$ cat src/rtl/psg_stereo_mixer_if.sv
// Sample output bus of the PSG stereo mixer: 16-bit stereo sample with a
// valid/ready handshake. The mixer is the master, the audio path the slave.
interface psg_stereo_mixer_if;
  logic [15:0] AUDIO_L;
  logic [15:0] AUDIO_R;
  logic        SAMPLE_VALID;
  logic        SAMPLE_READY;

  modport master (
    output AUDIO_L,
    output AUDIO_R,
    output SAMPLE_VALID,
    input  SAMPLE_READY
  );

  modport slave (
    input  AUDIO_L,
    input  AUDIO_R,
    input  SAMPLE_VALID,
    output SAMPLE_READY
  );
endinterface

$ cat src/rtl/psg_stereo_mixer.sv
// PSG stereo mixer: pans the three channels of up to two PSG chips into
// left/right, sums the chips, box-averages over DECIM PSG clock enables and
// posts decimated 16-bit stereo samples with a sticky overrun flag.
// Optional feature macro: PSG_MIX_DCBLOCK_EN (signed DC-blocked output,
// one extra CLK of latency). Undefined by default: unsigned output.
module psg_stereo_mixer #(
  parameter int DECIM = 8
) (
  input  logic       CLK,
  input  logic       RESET_N,
  input  logic       CE,
  input  logic [7:0] CH0_A,
  input  logic [7:0] CH0_B,
  input  logic [7:0] CH0_C,
  input  logic [7:0] CH1_A,
  input  logic [7:0] CH1_B,
  input  logic [7:0] CH1_C,
  input  logic       TS_EN,
  input  logic [1:0] STEREO,
  output logic       OVERRUN,
  input  logic       OVR_CLR,
  psg_stereo_mixer_if.master audio
);

  localparam int SHIFT = $clog2(DECIM);
  localparam int ACC_W = 11 + SHIFT;
  localparam int CNT_W = (SHIFT == 0) ? 1 : SHIFT;
  localparam logic [CNT_W-1:0] CNT_LAST = CNT_W'(DECIM - 1);

  typedef enum logic [1:0] {
    MODE_MONO = 2'b00,
    MODE_ABC  = 2'b01,
    MODE_ACB  = 2'b10,
    MODE_BAC  = 2'b11
  } stereo_mode_t;

  // Pan one chip's channels; returns {left, right}, each at most 765.
  function automatic logic [19:0] pan(input stereo_mode_t mode,
                                      input logic [7:0] a,
                                      input logic [7:0] b,
                                      input logic [7:0] c);
    logic [9:0] ea, eb, ec, l, r;
    ea = {2'b00, a};
    eb = {2'b00, b};
    ec = {2'b00, c};
    l  = '0;
    r  = '0;
    case (mode)
      MODE_MONO: begin
        l = ea + eb + ec;
        r = ea + eb + ec;
      end
      MODE_ABC: begin
        l = (ea << 1) + eb;
        r = (ec << 1) + eb;
      end
      MODE_ACB: begin
        l = (ea << 1) + ec;
        r = (eb << 1) + ec;
      end
      MODE_BAC: begin
        l = (eb << 1) + ea;
        r = (ec << 1) + ea;
      end
      default: begin
        l = '0;
        r = '0;
      end
    endcase
    return {l, r};
  endfunction

  stereo_mode_t       mode;
  logic [19:0]        pan0;
  logic [19:0]        pan1;
  logic [10:0]        mix_l;
  logic [10:0]        mix_r;
  logic [ACC_W-1:0]   acc_l;
  logic [ACC_W-1:0]   acc_r;
  logic [ACC_W-1:0]   sum_l;
  logic [ACC_W-1:0]   sum_r;
  logic [10:0]        out_l;
  logic [10:0]        out_r;
  logic [CNT_W-1:0]   cnt;
  logic               last;
  logic               new_sample;
  logic               post;
  logic [15:0]        post_l;
  logic [15:0]        post_r;

  // Pan both chips, gate chip 1 with TS_EN and form the window sum so far.
  always_comb begin
    mode       = stereo_mode_t'(STEREO);
    pan0       = pan(mode, CH0_A, CH0_B, CH0_C);
    pan1       = pan(mode, CH1_A, CH1_B, CH1_C);
    mix_l      = {1'b0, pan0[19:10]} + (TS_EN ? {1'b0, pan1[19:10]} : 11'd0);
    mix_r      = {1'b0, pan0[9:0]}   + (TS_EN ? {1'b0, pan1[9:0]}   : 11'd0);
    sum_l      = acc_l + ACC_W'(mix_l);
    sum_r      = acc_r + ACC_W'(mix_r);
    out_l      = sum_l[ACC_W-1:SHIFT];
    out_r      = sum_r[ACC_W-1:SHIFT];
    last       = (cnt == CNT_LAST);
    new_sample = CE & last;
  end

  // Box accumulator and window counter, advancing only on PSG clock enables.
  always_ff @(posedge CLK or negedge RESET_N) begin
    if (!RESET_N) begin
      acc_l <= '0;
      acc_r <= '0;
      cnt   <= '0;
    end else if (CE) begin
      if (last) begin
        acc_l <= '0;
        acc_r <= '0;
        cnt   <= '0;
      end else begin
        acc_l <= sum_l;
        acc_r <= sum_r;
        cnt   <= cnt + 1'b1;
      end
    end
  end

`ifdef PSG_MIX_DCBLOCK_EN
  logic signed [17:0] x_l, x_r;
  logic signed [17:0] x_prev_l, x_prev_r;
  logic signed [17:0] y_prev_l, y_prev_r;
  logic signed [17:0] y_new_l, y_new_r;
  logic               post_pending;

  // Clamp the 18-bit filter state into the signed 16-bit output range.
  function automatic logic [15:0] sat16(input logic signed [17:0] y);
    logic [15:0] res;
    if (y > 18'sd32767) begin
      res = 16'h7FFF;
    end else if (y < -18'sd32768) begin
      res = 16'h8000;
    end else begin
      res = y[15:0];
    end
    return res;
  endfunction

  // One-pole DC blocker evaluated on the averaged sample of each window.
  always_comb begin
    x_l     = $signed({2'b00, out_l, 5'b00000});
    x_r     = $signed({2'b00, out_r, 5'b00000});
    y_new_l = x_l - x_prev_l + y_prev_l - (y_prev_l >>> 8);
    y_new_r = x_r - x_prev_r + y_prev_r - (y_prev_r >>> 8);
    post    = post_pending;
    post_l  = sat16(y_prev_l);
    post_r  = sat16(y_prev_r);
  end

  // Filter history updates per window; the result is posted one CLK later.
  always_ff @(posedge CLK or negedge RESET_N) begin
    if (!RESET_N) begin
      x_prev_l     <= '0;
      x_prev_r     <= '0;
      y_prev_l     <= '0;
      y_prev_r     <= '0;
      post_pending <= 1'b0;
    end else begin
      post_pending <= new_sample;
      if (new_sample) begin
        x_prev_l <= x_l;
        x_prev_r <= x_r;
        y_prev_l <= y_new_l;
        y_prev_r <= y_new_r;
      end
    end
  end
`else
  // Without the filter the averaged sample is posted on the closing CE itself.
  always_comb begin
    post   = new_sample;
    post_l = {out_l, 5'b00000};
    post_r = {out_r, 5'b00000};
  end
`endif

  // Output holding register and valid flag of the sample handshake.
  always_ff @(posedge CLK or negedge RESET_N) begin
    if (!RESET_N) begin
      audio.AUDIO_L      <= '0;
      audio.AUDIO_R      <= '0;
      audio.SAMPLE_VALID <= 1'b0;
    end else if (post) begin
      audio.AUDIO_L      <= post_l;
      audio.AUDIO_R      <= post_r;
      audio.SAMPLE_VALID <= 1'b1;
    end else if (audio.SAMPLE_VALID && audio.SAMPLE_READY) begin
      audio.SAMPLE_VALID <= 1'b0;
    end
  end

  // Sticky overrun when a pending sample is overwritten; setting beats clearing.
  always_ff @(posedge CLK or negedge RESET_N) begin
    if (!RESET_N) begin
      OVERRUN <= 1'b0;
    end else if (post && audio.SAMPLE_VALID && !audio.SAMPLE_READY) begin
      OVERRUN <= 1'b1;
    end else if (OVR_CLR) begin
      OVERRUN <= 1'b0;
    end
  end

endmodule

$ cat src/flat_wrapper.sv
// flat-port wrapper written by rule: the top's interface ports become plain ports
module psg_stereo_mixer_flat 
#(
  parameter int DECIM = 8
)
  (CLK, RESET_N, CE, CH0_A, CH0_B, CH0_C, CH1_A, CH1_B, CH1_C, TS_EN, STEREO, OVERRUN, OVR_CLR, audio_AUDIO_L, audio_AUDIO_R, audio_SAMPLE_VALID, audio_SAMPLE_READY);
  psg_stereo_mixer_if audio_i ();
  input  logic CLK;
  input  logic RESET_N;
  input  logic CE;
  input  logic [7:0] CH0_A;
  input  logic [7:0] CH0_B;
  input  logic [7:0] CH0_C;
  input  logic [7:0] CH1_A;
  input  logic [7:0] CH1_B;
  input  logic [7:0] CH1_C;
  input  logic TS_EN;
  input  logic [1:0] STEREO;
  output logic OVERRUN;
  input  logic OVR_CLR;
  output wire logic [$bits(audio_i.AUDIO_L)-1:0] audio_AUDIO_L;
  output wire logic [$bits(audio_i.AUDIO_R)-1:0] audio_AUDIO_R;
  output wire logic [$bits(audio_i.SAMPLE_VALID)-1:0] audio_SAMPLE_VALID;
  input wire logic [$bits(audio_i.SAMPLE_READY)-1:0] audio_SAMPLE_READY;
  assign audio_AUDIO_L = audio_i.AUDIO_L;
  assign audio_AUDIO_R = audio_i.AUDIO_R;
  assign audio_SAMPLE_VALID = audio_i.SAMPLE_VALID;
  assign audio_i.SAMPLE_READY = audio_SAMPLE_READY;
  psg_stereo_mixer #(.DECIM(DECIM)) u_core (.CLK(CLK), .RESET_N(RESET_N), .CE(CE), .CH0_A(CH0_A), .CH0_B(CH0_B), .CH0_C(CH0_C), .CH1_A(CH1_A), .CH1_B(CH1_B), .CH1_C(CH1_C), .TS_EN(TS_EN), .STEREO(STEREO), .OVERRUN(OVERRUN), .OVR_CLR(OVR_CLR), .audio(audio_i));
endmodule
$ cat config.mk
export PLATFORM = sky130hd
export DESIGN_NAME = psg_stereo_mixer_flat
export DESIGN_NICKNAME = d
export VERILOG_FILES = /design/src/rtl/psg_stereo_mixer_if.sv /design/src/rtl/psg_stereo_mixer.sv /design/src/flat_wrapper.sv
export SDC_FILE = /design/constraint.sdc
export NUM_CORES = 1
export LEC_CHECK = 0
export BUFFER_PORTS_ARGS = -buffer_cell sky130_fd_sc_hd__buf_2
export CAP_MARGIN = 5
export CORE_ASPECT_RATIO = 0.6
export CORE_MARGIN = 8
export CORE_UTILIZATION = 30
export DETAILED_ROUTE_END_ITERATION = 8
export PLACE_DENSITY = 0.55
export SYNTH_ARGS = -nofsm -noshare
export SYNTH_HDL_FRONTEND = slang
export SYNTH_SLANG_ARGS = --single-unit
$ cat constraint.sdc
create_clock -name CLK -period 2.7 [get_ports CLK]
set_input_delay 0.135 -clock CLK [delete_from_list [all_inputs] [get_ports CLK]]
set_output_delay 0.135 -clock CLK [all_outputs]
set_load 0.005 [all_outputs]
==> results.toml <==
[run_status]
outcome = "complete, but fails checks"
violations = "setup timing"

[drt]
drtIter0Drc = 539
vias_per_cell = 5.042
wl_per_cell_um = 17.14
first_pass_iters = 5
wl_met1_um = 15700
drc = 0
wl_met3_um = 1864
top_layer_used = "met5"
antenna_left = 0
vias = 8794
wl_met2_um = 12050
totalWireLength_um = 29900

[synth]
synthFlopType = "dfrtp_1"
synth_cell_types = 69
synth-xor-area-share_pct = 9.974
syn_inst = 1012
synth-simple-area-share_pct = 15.29
synth_compound_area_share_pct = 25.08
async_reset_ff_share_pct = 100.0
yosys-top-cells-area = "ha_1, dfrtp_1, xnor2_1"
ys_top_cells_by_count = "ha_1, nand2_1, o21ai_0"
synthAdderAreaFrac_pct = 24.33
synth_edf_count = 0
synth_top_family_by_area = "compound AO/OA/AOI/OAI gates"
seq_area_frac_synth_pct = 16.85
synth_warnings = 0
ys_ff_latch = 55
synth.area.mux_share_pct = 3.217
yosysTopAreaCellShare_pct = 18.69
syn_area_mm2 = 0.008167
avgSynthCellArea_um2 = 8.070
synth_top_area_cell = "ha_1"
synth_most_common_cell = "ha_1"

[floorplanning]
die_h_um = 143.8
core_region_area_mm2 = 0.02659
start_util_pct = 30.71
fp-row-count = 46
io_pins = 90
die-area_mm2 = 0.03293
die_width_um = 229

[timing]
period_minus_slack_ns = 4.721
finalClockSkew_ns = 0.002724
slew_headroom_pct = 40.68
worst_pin_slew_ns = 0.8898
finalWorstSetupSlack_ns = -2.021
final_max_slew_viol_count = 0
finalHoldViolCount = 0
fmax_mhz = 211.8
post-route-period-util_pct = 174.8
fin_setup_tns_ns = -68.05
setup_viol = 48
rsz0062_at_grt = "true"

[clock_network]
clkTransAtPathRegs_ns = 0.07
cts_made_buffers = 5
clock-sinks = 55
clock_path_buffers = 2
cts_root_buffer = "clkbuf_16"
clk_latency_ns = 0.30
htree_levels = 2
tritoncts = "built"

[critical_path]
arrival_ns = 4.86
crit_buf_inv = 5
critical_path.max_fanout = 3
cp_slowest_cell = "fa_2"
crit_chain = "buf_8 > ha_4 > inv_2 > fa_2 > inv_2 > fa_2 > mux2_4 > o211ai_1 > inv_1 > ha_1 > a21o_1 > a21oi_2 > o21ai_2 > or4_4 > nand2_2 > xnor2_1 > ha_1 > a2111o_1 > o22a_1 > buf_4 > a31oi_4 > xor2_2 > o22ai_1"
start_kind = "input pin"
cpLargestDelayFamily = "adder cells"
critPathRequiredTime_ns = 2.84
critPathCaptureType = "flop"
slowest_delay_ns = 0.46
path_class = "in -> reg"

[power]
power.static_leakage_nw = 6.086
vdd_drop_max_uv = 627.5
powerDensity_mw_per_mm2 = 985.1

[placed_design]
dpl.hpwl_um = 24150
port_buffers = 79
dpl_cell_area_mm2 = 0.01128
place_ws_ns = -2.509
gp_congestion = 0.9048

[cells_and_area]
fin_nets = 1584
fill_cells = 2562
antenna_cells = 0
syn2layout_area_growth_pct = 56.78
multi_input_area_mm2 = 0.007642
layout-drive-gt1-share_pct = 44.94
finalInstanceArea_mm2 = 0.01280
register_area_mm2 = 0.001376

[global_route]
grt_usage_pct = 17.49
antenna_found_initial = 1
overflow = 0
first_global_vias = 8788
grt_max_degree = 40
grt_pass1_wl_um = 46720

[job]
maxCapViolations = 0

[worst_hold_path]
min_path_type = "in -> reg"
==> routing by layer <==
metal	vias to the layer above	global-route usage, %
met5	-	0
met4	2	1.839
met3	23	3.268
met2	231	25.32
met1	4171	26.93
li1	4367	-
==> path summary, 6_finish.rpt <==
path	from	end	slack [ns]	cells after the start
max in group asynchronous	RESET_N	u_core.acc_r[7]	1.62	3
min in group asynchronous	RESET_N	u_core.audio.AUDIO_L[11]	0.41	2
hold reg to reg	u_core.audio.AUDIO_L[10]	u_core.audio.AUDIO_L[10]	0.47	2
setup reg to reg	u_core.cnt[0]	u_core.acc_r[11]	0.25	6
setup / recovery	CH1_A[0]	u_core.acc_l[10]	-2.02	23
hold / removal	OVR_CLR	u_core.OVERRUN	0.03	2
==> where the power goes <==
part | switching, mW | total (mW) | internal, mW | leakage [nW]
Sequential | 0.293 | 1.50 | 1.21 | 0.670
Clock | 0.301 | 0.696 | 0.395 | 0.0761
Combinational | 4.95 | 10.4 | 5.47 | 5.34
Total | 5.54 | 12.6 | 7.07 | 6.09
==> cells in the final DEF (no fill, tap or decap), types with 19 or more instances in the layout <==
master,instances
ha_4,19
inv_1,54
buf_6,30
buf_4,287
a21o_1,28
o22ai_1,20
nor2_1,51
nand2_1,104
xnor2_1,43
ha_1,96
o21ai_0,34
o21ai_1,32
a21oi_2,28
buf_2,75
xor2_1,23
dfrtp_1,55
a21oi_1,45
==> logic make-up after synthesis <==
kind of cell,after synthesis
AOI/OAI and AO/OA,322
xor gates and xnor gates,93
adders and majority gates,145
buffers and inverters,103
DFF,55
muxes,22
other,1
and+or+nand+nor,271
==> metrics by stage <==
stage	hold slack, ns	std cells	utilization, %	total power [mW]
2_1_floorplan	-0.1606	1021	-	5.748
3_3_place_gp	0.2122	1713	42.41	8.718
3_5_place_dp	0.2112	1713	42.41	8.866
4_1_cts	0.02426	1738	45.93	11.05
5_1_grt	0.02539	1744	48.15	13.52
6_report	0.03154	1744	48.15	12.61
==> state kept, by name, summed over array words and instances, names as in the netlist <==
register / count
u_core.audio.SAMPLE_VALID: 1
u_core.audio.AUDIO_L: 11
u_core.audio.AUDIO_R: 11
u_core.acc_l: 14
u_core.acc_r: 14
u_core.OVERRUN: 1
u_core.cnt: 3
==> layout make-up <==
| cell class | count | area share [%] |
|---|---|---|
| clock buffers | 7 | 1.192 |
| clock inverters | 1 | 0.05863 |
| inverters | 61 | 1.808 |
| multi-input cells | 863 | 59.69 |
| flip-flops and latches | 55 | 10.75 |
| well taps | 360 | 3.518 |
| repair buffers | 397 | 22.98 |
==> worst register-to-register path, stage by stage (launching register included) <==
cell and delay, ns:
dfrtp_1 0.37, ha_1 0.16, ha_1 0.47, nand2b_1 0.77, buf_4 0.29, nor2_1 0.05, a22o_1 0.23
==> repair_timing <==
| action | CTS | global route |
|---|---|---|
| endpoints found under the setup margin | 48 | 48 |
| endpoints found under the hold margin | 27 | 0 |
| pin swaps | 87 | 52 |
| buffers inserted | 18 | 16 |
| hold buffers | 1 | 0 |
| gates resized for setup | 137 | 98 |
(Power assumes the default switching activity.)
